File: src/rtl/mem_loader_if.sv
// Byte-stream input and memory write ports of the program loader.
// The master is the host/memory side and the slave is the loader.
interface mem_loader_if #(
  parameter int IMEM_AW = 7,
  parameter int DMEM_AW = 7
);
  logic               in_valid;
  logic [7:0]         in_data;
  logic               in_ready;
  logic               imem_we;
  logic [IMEM_AW-1:0] imem_addr;
  logic [31:0]        imem_wdata;
  logic               dmem_we;
  logic [DMEM_AW-1:0] dmem_addr;
  logic [7:0]         dmem_wdata;

  modport master (
    output in_valid, in_data,
    input  in_ready, imem_we, imem_addr, imem_wdata, dmem_we, dmem_addr, dmem_wdata
  );
  modport slave (
    input  in_valid, in_data,
    output in_ready, imem_we, imem_addr, imem_wdata, dmem_we, dmem_addr, dmem_wdata
  );
endinterface

File: src/rtl/mem_loader.sv
// Framed byte-stream loader for the instruction/data memories of the core.
// It holds the core in reset until a RUN command is received.
module mem_loader #(
  parameter int IMEM_AW = 7,
  parameter int DMEM_AW = 7
) (
  input  logic       clk,
  input  logic       reset,
  mem_loader_if.slave bus,
  output logic       core_reset,
  output logic       busy,
  output logic       err
);
  localparam logic [7:0] CMD_IMEM = 8'hA0;
  localparam logic [7:0] CMD_DMEM = 8'hA1;
  localparam logic [7:0] CMD_RUN  = 8'hA5;

  typedef enum logic [2:0] {IDLE, ADR0, ADR1, LEN0, LEN1, DATA, RUN} state_t;

  state_t      state, state_nx;
  logic [15:0] addr, len;
  logic [1:0]  lane;
  logic [31:0] wbuf, word_nx;
  logic        is_imem, xfer, last, word_done, imem_ok, dmem_ok;
  logic        imem_we_d, dmem_we_d, err_set;

  assign xfer      = bus.in_valid && bus.in_ready;
  assign last      = (len == 16'd1);
  assign word_done = (lane == 2'd3) || last;
  assign imem_ok   = ((addr >> IMEM_AW) == 16'd0);
  assign dmem_ok   = ((addr >> DMEM_AW) == 16'd0);

  always_ff @(posedge clk or posedge reset)
    if (reset) state <= IDLE;
    else       state <= state_nx;

  always_comb begin
    state_nx = state;
    if (xfer) begin
      case (state)
        IDLE: begin
          if (bus.in_data == CMD_IMEM || bus.in_data == CMD_DMEM) state_nx = ADR0;
          else if (bus.in_data == CMD_RUN)                        state_nx = RUN;
        end
        ADR0: state_nx = ADR1;
        ADR1: state_nx = LEN0;
        LEN0: state_nx = LEN1;
        LEN1: state_nx = ({bus.in_data, len[7:0]} == 16'd0) ? IDLE : DATA;
        DATA: if (last) state_nx = IDLE;
        default: state_nx = state;
      endcase
    end
  end

  // The incoming byte is merged into the word buffer at its lane; upper lanes stay zero.
  always_comb begin
    word_nx = wbuf;
    word_nx[{lane, 3'b000} +: 8] = bus.in_data;
    imem_we_d = 1'b0;
    dmem_we_d = 1'b0;
    err_set   = 1'b0;
    if (xfer) begin
      if (state == IDLE)
        err_set = (bus.in_data != CMD_IMEM) && (bus.in_data != CMD_DMEM) && (bus.in_data != CMD_RUN);
      else if (state == DATA) begin
        if (is_imem) begin
          imem_we_d = word_done && imem_ok;
          err_set   = word_done && !imem_ok;
        end else begin
          dmem_we_d = dmem_ok;
          err_set   = !dmem_ok;
        end
      end
    end
  end

  always_ff @(posedge clk or posedge reset)
    if (reset) begin
      bus.in_ready   <= 1'b1;
      bus.imem_we    <= 1'b0;
      bus.imem_addr  <= '0;
      bus.imem_wdata <= '0;
      bus.dmem_we    <= 1'b0;
      bus.dmem_addr  <= '0;
      bus.dmem_wdata <= '0;
      core_reset     <= 1'b1;
      busy           <= 1'b0;
      err            <= 1'b0;
      addr           <= '0;
      len            <= '0;
      lane           <= '0;
      wbuf           <= '0;
      is_imem        <= 1'b0;
    end else begin
      bus.in_ready <= (state_nx != RUN);
      core_reset   <= (state_nx != RUN);
      busy         <= (state_nx != IDLE) && (state_nx != RUN);
      bus.imem_we  <= imem_we_d;
      bus.dmem_we  <= dmem_we_d;
      if (err_set) err <= 1'b1;
      if (imem_we_d) begin
        bus.imem_addr  <= addr[IMEM_AW-1:0];
        bus.imem_wdata <= word_nx;
      end
      if (dmem_we_d) begin
        bus.dmem_addr  <= addr[DMEM_AW-1:0];
        bus.dmem_wdata <= bus.in_data;
      end
      if (xfer) begin
        case (state)
          IDLE: begin
            lane    <= '0;
            wbuf    <= '0;
            is_imem <= (bus.in_data == CMD_IMEM);
          end
          ADR0: addr[7:0]  <= bus.in_data;
          ADR1: addr[15:8] <= bus.in_data;
          LEN0: len[7:0]   <= bus.in_data;
          LEN1: len[15:8]  <= bus.in_data;
          DATA: begin
            len <= len - 16'd1;
            if (!is_imem) addr <= addr + 16'd1;
            else if (word_done) begin
              addr <= addr + 16'd1;
              lane <= '0;
              wbuf <= '0;
            end else begin
              lane <= lane + 2'd1;
              wbuf <= word_nx;
            end
          end
          default: ;
        endcase
      end
    end
endmodule

File: src/flat_wrapper.sv
// flat-port wrapper written by rule: the top's interface ports become plain ports
module mem_loader_flat 
#(
  parameter int IMEM_AW = 7,
  parameter int DMEM_AW = 7
)
  (clk, reset, core_reset, busy, err, bus_in_valid, bus_in_data, bus_in_ready, bus_imem_we, bus_imem_addr, bus_imem_wdata, bus_dmem_we, bus_dmem_addr, bus_dmem_wdata);
  mem_loader_if #(.IMEM_AW(IMEM_AW), .DMEM_AW(DMEM_AW)) bus_i ();
  input  logic clk;
  input  logic reset;
  output logic core_reset;
  output logic busy;
  output logic err;
  input wire logic [$bits(bus_i.in_valid)-1:0] bus_in_valid;
  input wire logic [$bits(bus_i.in_data)-1:0] bus_in_data;
  output wire logic [$bits(bus_i.in_ready)-1:0] bus_in_ready;
  output wire logic [$bits(bus_i.imem_we)-1:0] bus_imem_we;
  output wire logic [$bits(bus_i.imem_addr)-1:0] bus_imem_addr;
  output wire logic [$bits(bus_i.imem_wdata)-1:0] bus_imem_wdata;
  output wire logic [$bits(bus_i.dmem_we)-1:0] bus_dmem_we;
  output wire logic [$bits(bus_i.dmem_addr)-1:0] bus_dmem_addr;
  output wire logic [$bits(bus_i.dmem_wdata)-1:0] bus_dmem_wdata;
  assign bus_i.in_valid = bus_in_valid;
  assign bus_i.in_data = bus_in_data;
  assign bus_in_ready = bus_i.in_ready;
  assign bus_imem_we = bus_i.imem_we;
  assign bus_imem_addr = bus_i.imem_addr;
  assign bus_imem_wdata = bus_i.imem_wdata;
  assign bus_dmem_we = bus_i.dmem_we;
  assign bus_dmem_addr = bus_i.dmem_addr;
  assign bus_dmem_wdata = bus_i.dmem_wdata;
  mem_loader #(.IMEM_AW(IMEM_AW), .DMEM_AW(DMEM_AW)) u_core (.clk(clk), .reset(reset), .bus(bus_i), .core_reset(core_reset), .busy(busy), .err(err));
endmodule
File: config.mk
export PLATFORM = sky130hd
export DESIGN_NAME = mem_loader_flat
export DESIGN_NICKNAME = d
export VERILOG_FILES = /design/src/rtl/mem_loader_if.sv /design/src/rtl/mem_loader.sv /design/src/flat_wrapper.sv
export SDC_FILE = /design/constraint.sdc
export NUM_CORES = 1
export LEC_CHECK = 0
export CELL_PAD_IN_SITES_DETAIL_PLACEMENT = 0
export CELL_PAD_IN_SITES_GLOBAL_PLACEMENT = 1
export CORE_MARGIN = 3
export CORE_UTILIZATION = 47
export CTS_CLUSTER_DIAMETER = 150
export CTS_CLUSTER_SIZE = 10
export DETAILED_ROUTE_END_ITERATION = 8
export PLACE_DENSITY_LB_ADDON = 0.1
export REMOVE_ABC_BUFFERS = 1
export SLEW_MARGIN = 20
export SYNTH_ARGS = -nofsm -noshare
export SYNTH_HDL_FRONTEND = slang
export SYNTH_SLANG_ARGS = --single-unit
export TNS_END_PERCENT = 50
File: constraint.sdc
create_clock -name clk -period 12.8 [get_ports clk]
set_clock_uncertainty 0.1 [all_clocks]
set_input_delay 1.92 -clock clk [delete_from_list [all_inputs] [get_ports clk]]
set_output_delay 1.92 -clock clk [all_outputs]
set_load 0.02 [all_outputs]
==> reports/results.txt <==
status -> finished clean
I/O Pins -> 71
count leader, synth -> dfrtp_1
most instantiated cells after synthesis -> 128 x dfrtp_1, 81 x nand2_1, 70 x a21oi_1
Syn. warnings -> 0
Worst Setup Start Kind -> input pin
CTS tree -> built
Sink Count -> 129
peak supply drop -> 0.000118 V
setup TNS -> 0 ns
share of layout cells above drive strength 1 -> 9.41%
final wirelength -> 15900 um
nets -> 720
library cells used by synthesis -> 55
Leak Pwr -> 3.26 nW
Post-synth ARST share -> 100%
Multi-input gate area -> 2850 sq um
Final Non-Filler Cells -> 884
cts repair resizes -> 0
num rows -> 41
final hold viol count -> 0
Power, Total -> 1.44 mW
FF/Latch Area -> 3230 sq um
largest net degree at the start of global routing -> 81
crit end category -> register
Post-CTS Setup Inserts -> 0
syn avg cell area -> 9.73 sq um
final-report setup violation count -> 0
Hold Buf Count CTS -> 0
clock root cell -> clkbuf_16
Fillers -> 1107
hpwl dp -> 10400 um
clk_lat worst skew -> 0.42 ns
Hold WC Path Type -> register to register
Synth-to-Final Area Change -> 22.1%
max-slew violations -> 0
part of the Yosys area used for sequential elements -> 51.5%
CTS clk-pin slew, worst paths -> 0.05 ns
combinational family with the most area after synthesis -> compound AO/OA/AOI/OAI gates
Inserted Diodes -> 0
Data required, critical path -> 13.00 ns
WP data arrival -> 4.26 ns
Worst-Margin Slew -> 1.10 ns
routed vias -> 5140
area leader, netlist -> dfrtp_1
Synth Area in Adders -> 1.99%
post-synthesis cell count -> 645
initial core utilization -> 48.9%
Total GRT Usage -> 22.5%
Die Wd -> 122 um
vias in the first global route -> 5008
RSZ-0062 raised after global routing -> no
IO Port Bufs -> 70
post-synthesis compound-gate area fraction -> 22.5%
crit path time final -> 4.06 ns
Post-Synth Simple-Gate Area -> 17.5%
DR vias/cell -> 5.81
clock buffer count from CTS -> 17
placed cell count -> 851
CORE AREA -> 12800 sq um
full die area -> 14800 sq um
post-synthesis xor/xnor area fraction -> 0.279%
Max Cap Viol -> 0
CP max FO -> 15
Avg WL per Cell -> 18.0 um
area share of the largest cell type after synthesis -> 51.1%
Max Clk Rate -> 246 MHz
Detail Route Antenna Nets -> 0
global-route wire length before repair -> 25900 um
H-tree levels -> 4
Slew headroom -> 26.1%
RD Place Congestion -> 0.884
DRC -> 0
Power Dens Cells -> 188 nW/um^2
dominant synthesized flop cell -> dfrtp_1
Die Y -> 122 um
first drt pass iteration count -> 5
synthesized area -> 6270 sq um
Yosys reg bits -> 129
initial antenna violation count -> 0
synth top area cells -> dfrtp_1 51%, a21oi_1 5.6%, nand2_1 4.8%, a22o_1 4.6%, o21ai_0 4.5%
CTS max path bufs -> 2
EDFF count, synth -> 0
mux contribution to synthesized area -> 2.85%
WS Path Type -> input pin to register
fin crit share -> 31.7%
total grt overflow -> 0
initial DRC count -> 423
## worst paths after layout
check	startpoint	endpoint	slack (ns)	depth (start not counted)
max in group asynchronous	reset	u_core.bus.in_ready	9.60	4
worst max-delay path	bus_in_data[5]	u_core.busy	8.74	7
worst max register to register	u_core.state[2]	u_core.bus.dmem_wdata[1]	9.82	4
min in group asynchronous	reset	u_core.len[9]	1.85	2
worst min register to register	u_core.bus.imem_addr[1]	u_core.bus.imem_addr[1]	0.37	2
worst min-delay path	u_core.bus.imem_addr[1]	u_core.bus.imem_addr[1]	0.37	2
## cell type report
type,count,area share (%)
Clock inverter,5,0.686
Sequential cell,129,42.2
Tap cell,172,2.81
Multi-Input combinational cell,463,37.1
Clock buffer,27,6.44
Timing Repair Buffer,79,10.3
Inverter,9,0.474
## power by group
| group | internal, mW | total, mW | switching [mW] |
|---|---|---|---|
| Clock | 0.281 | 0.449 | 0.168 |
| Sequential | 0.483 | 0.584 | 0.101 |
| Combinational | 0.164 | 0.410 | 0.246 |
| Total | 0.928 | 1.44 | 0.515 |
## layout by cell type (no fill, tap or decap), types with 3 or more instances in the layout
| cell | instances |
|---|---|
| mux2_2 | 15 |
| a41o_1 | 4 |
| nand2b_1 | 4 |
| nor3_1 | 11 |
| dfrtp_1 | 128 |
| clkbuf_16 | 17 |
| nor2b_1 | 35 |
| a41oi_1 | 3 |
| a21o_1 | 3 |
| o22a_1 | 11 |
| clkinv_2 | 3 |
| clkbuf_1 | 7 |
| ha_1 | 10 |
| clkdlybuf4s50_1 | 70 |
| and3_1 | 7 |
| o21ai_0 | 56 |
| a22o_1 | 33 |
| clkbuf_8 | 3 |
| nor2_1 | 30 |
| nor4_1 | 4 |
| o21ai_1 | 4 |
| a21oi_1 | 70 |
| nor3b_1 | 4 |
| buf_4 | 8 |
| nand3_1 | 14 |
| nand4_1 | 5 |
| a22oi_1 | 3 |
| nand2_1 | 81 |
| o22ai_1 | 4 |
| inv_1 | 8 |
| nor4_4 | 3 |
| a31oi_1 | 11 |
| o21a_1 | 3 |
| or3_1 | 4 |
## registers in the layout (all words and copies together), names as in the netlist, 3 cells and up
| signal | flops |
|---|---|
| u_core.bus.imem_wdata | 32 |
| u_core.bus.imem_addr | 7 |
| u_core.state | 3 |
| u_core.len | 16 |
| u_core.wbuf | 32 |
| u_core.bus.dmem_addr | 7 |
| u_core.addr | 16 |
| u_core.bus.dmem_wdata | 8 |
## critical path, cell delays in order
cell	delay (ns)
clkdlybuf4s50_1	0.91
and4bb_2	0.36
nand2_1	0.08
or4_1	0.49
a41oi_2	0.28
xnor2_1	0.14
nand2_1	0.07
## cells by family after synthesis
family,count (synthesis)
and+or+nand+nor,214
muxes,16
buffers and inverters,53
xor gates and xnor gates,2
adders and majority gates,10
DFF,129
AOI/OAI and AO/OA,221
## layer usage
| metal | global-route usage, % | part of all wire, % |
|---|---|---|
| met4 | 8.96 | 1.9 |
| met1 | 30.5 | 45 |
| met5 | 0 | 0 |
| met2 | 35.4 | 48 |
| met3 | 5.01 | 4.7 |
## through the flow
step	hold WS, ns	setup slack, ns	instance area [sq um]	util (%)
finish	0.369	8.74	7660	59.7
global route	0.397	8.60	7660	59.7
CTS	0.372	8.75	7630	59.5
detailed placement	0.360	8.30	7080	55.2
global placement	0.352	8.39	7080	55.2
floorplan	0.365	7.34	6090	-
Note: power is estimated with default switching activity, not from simulation.
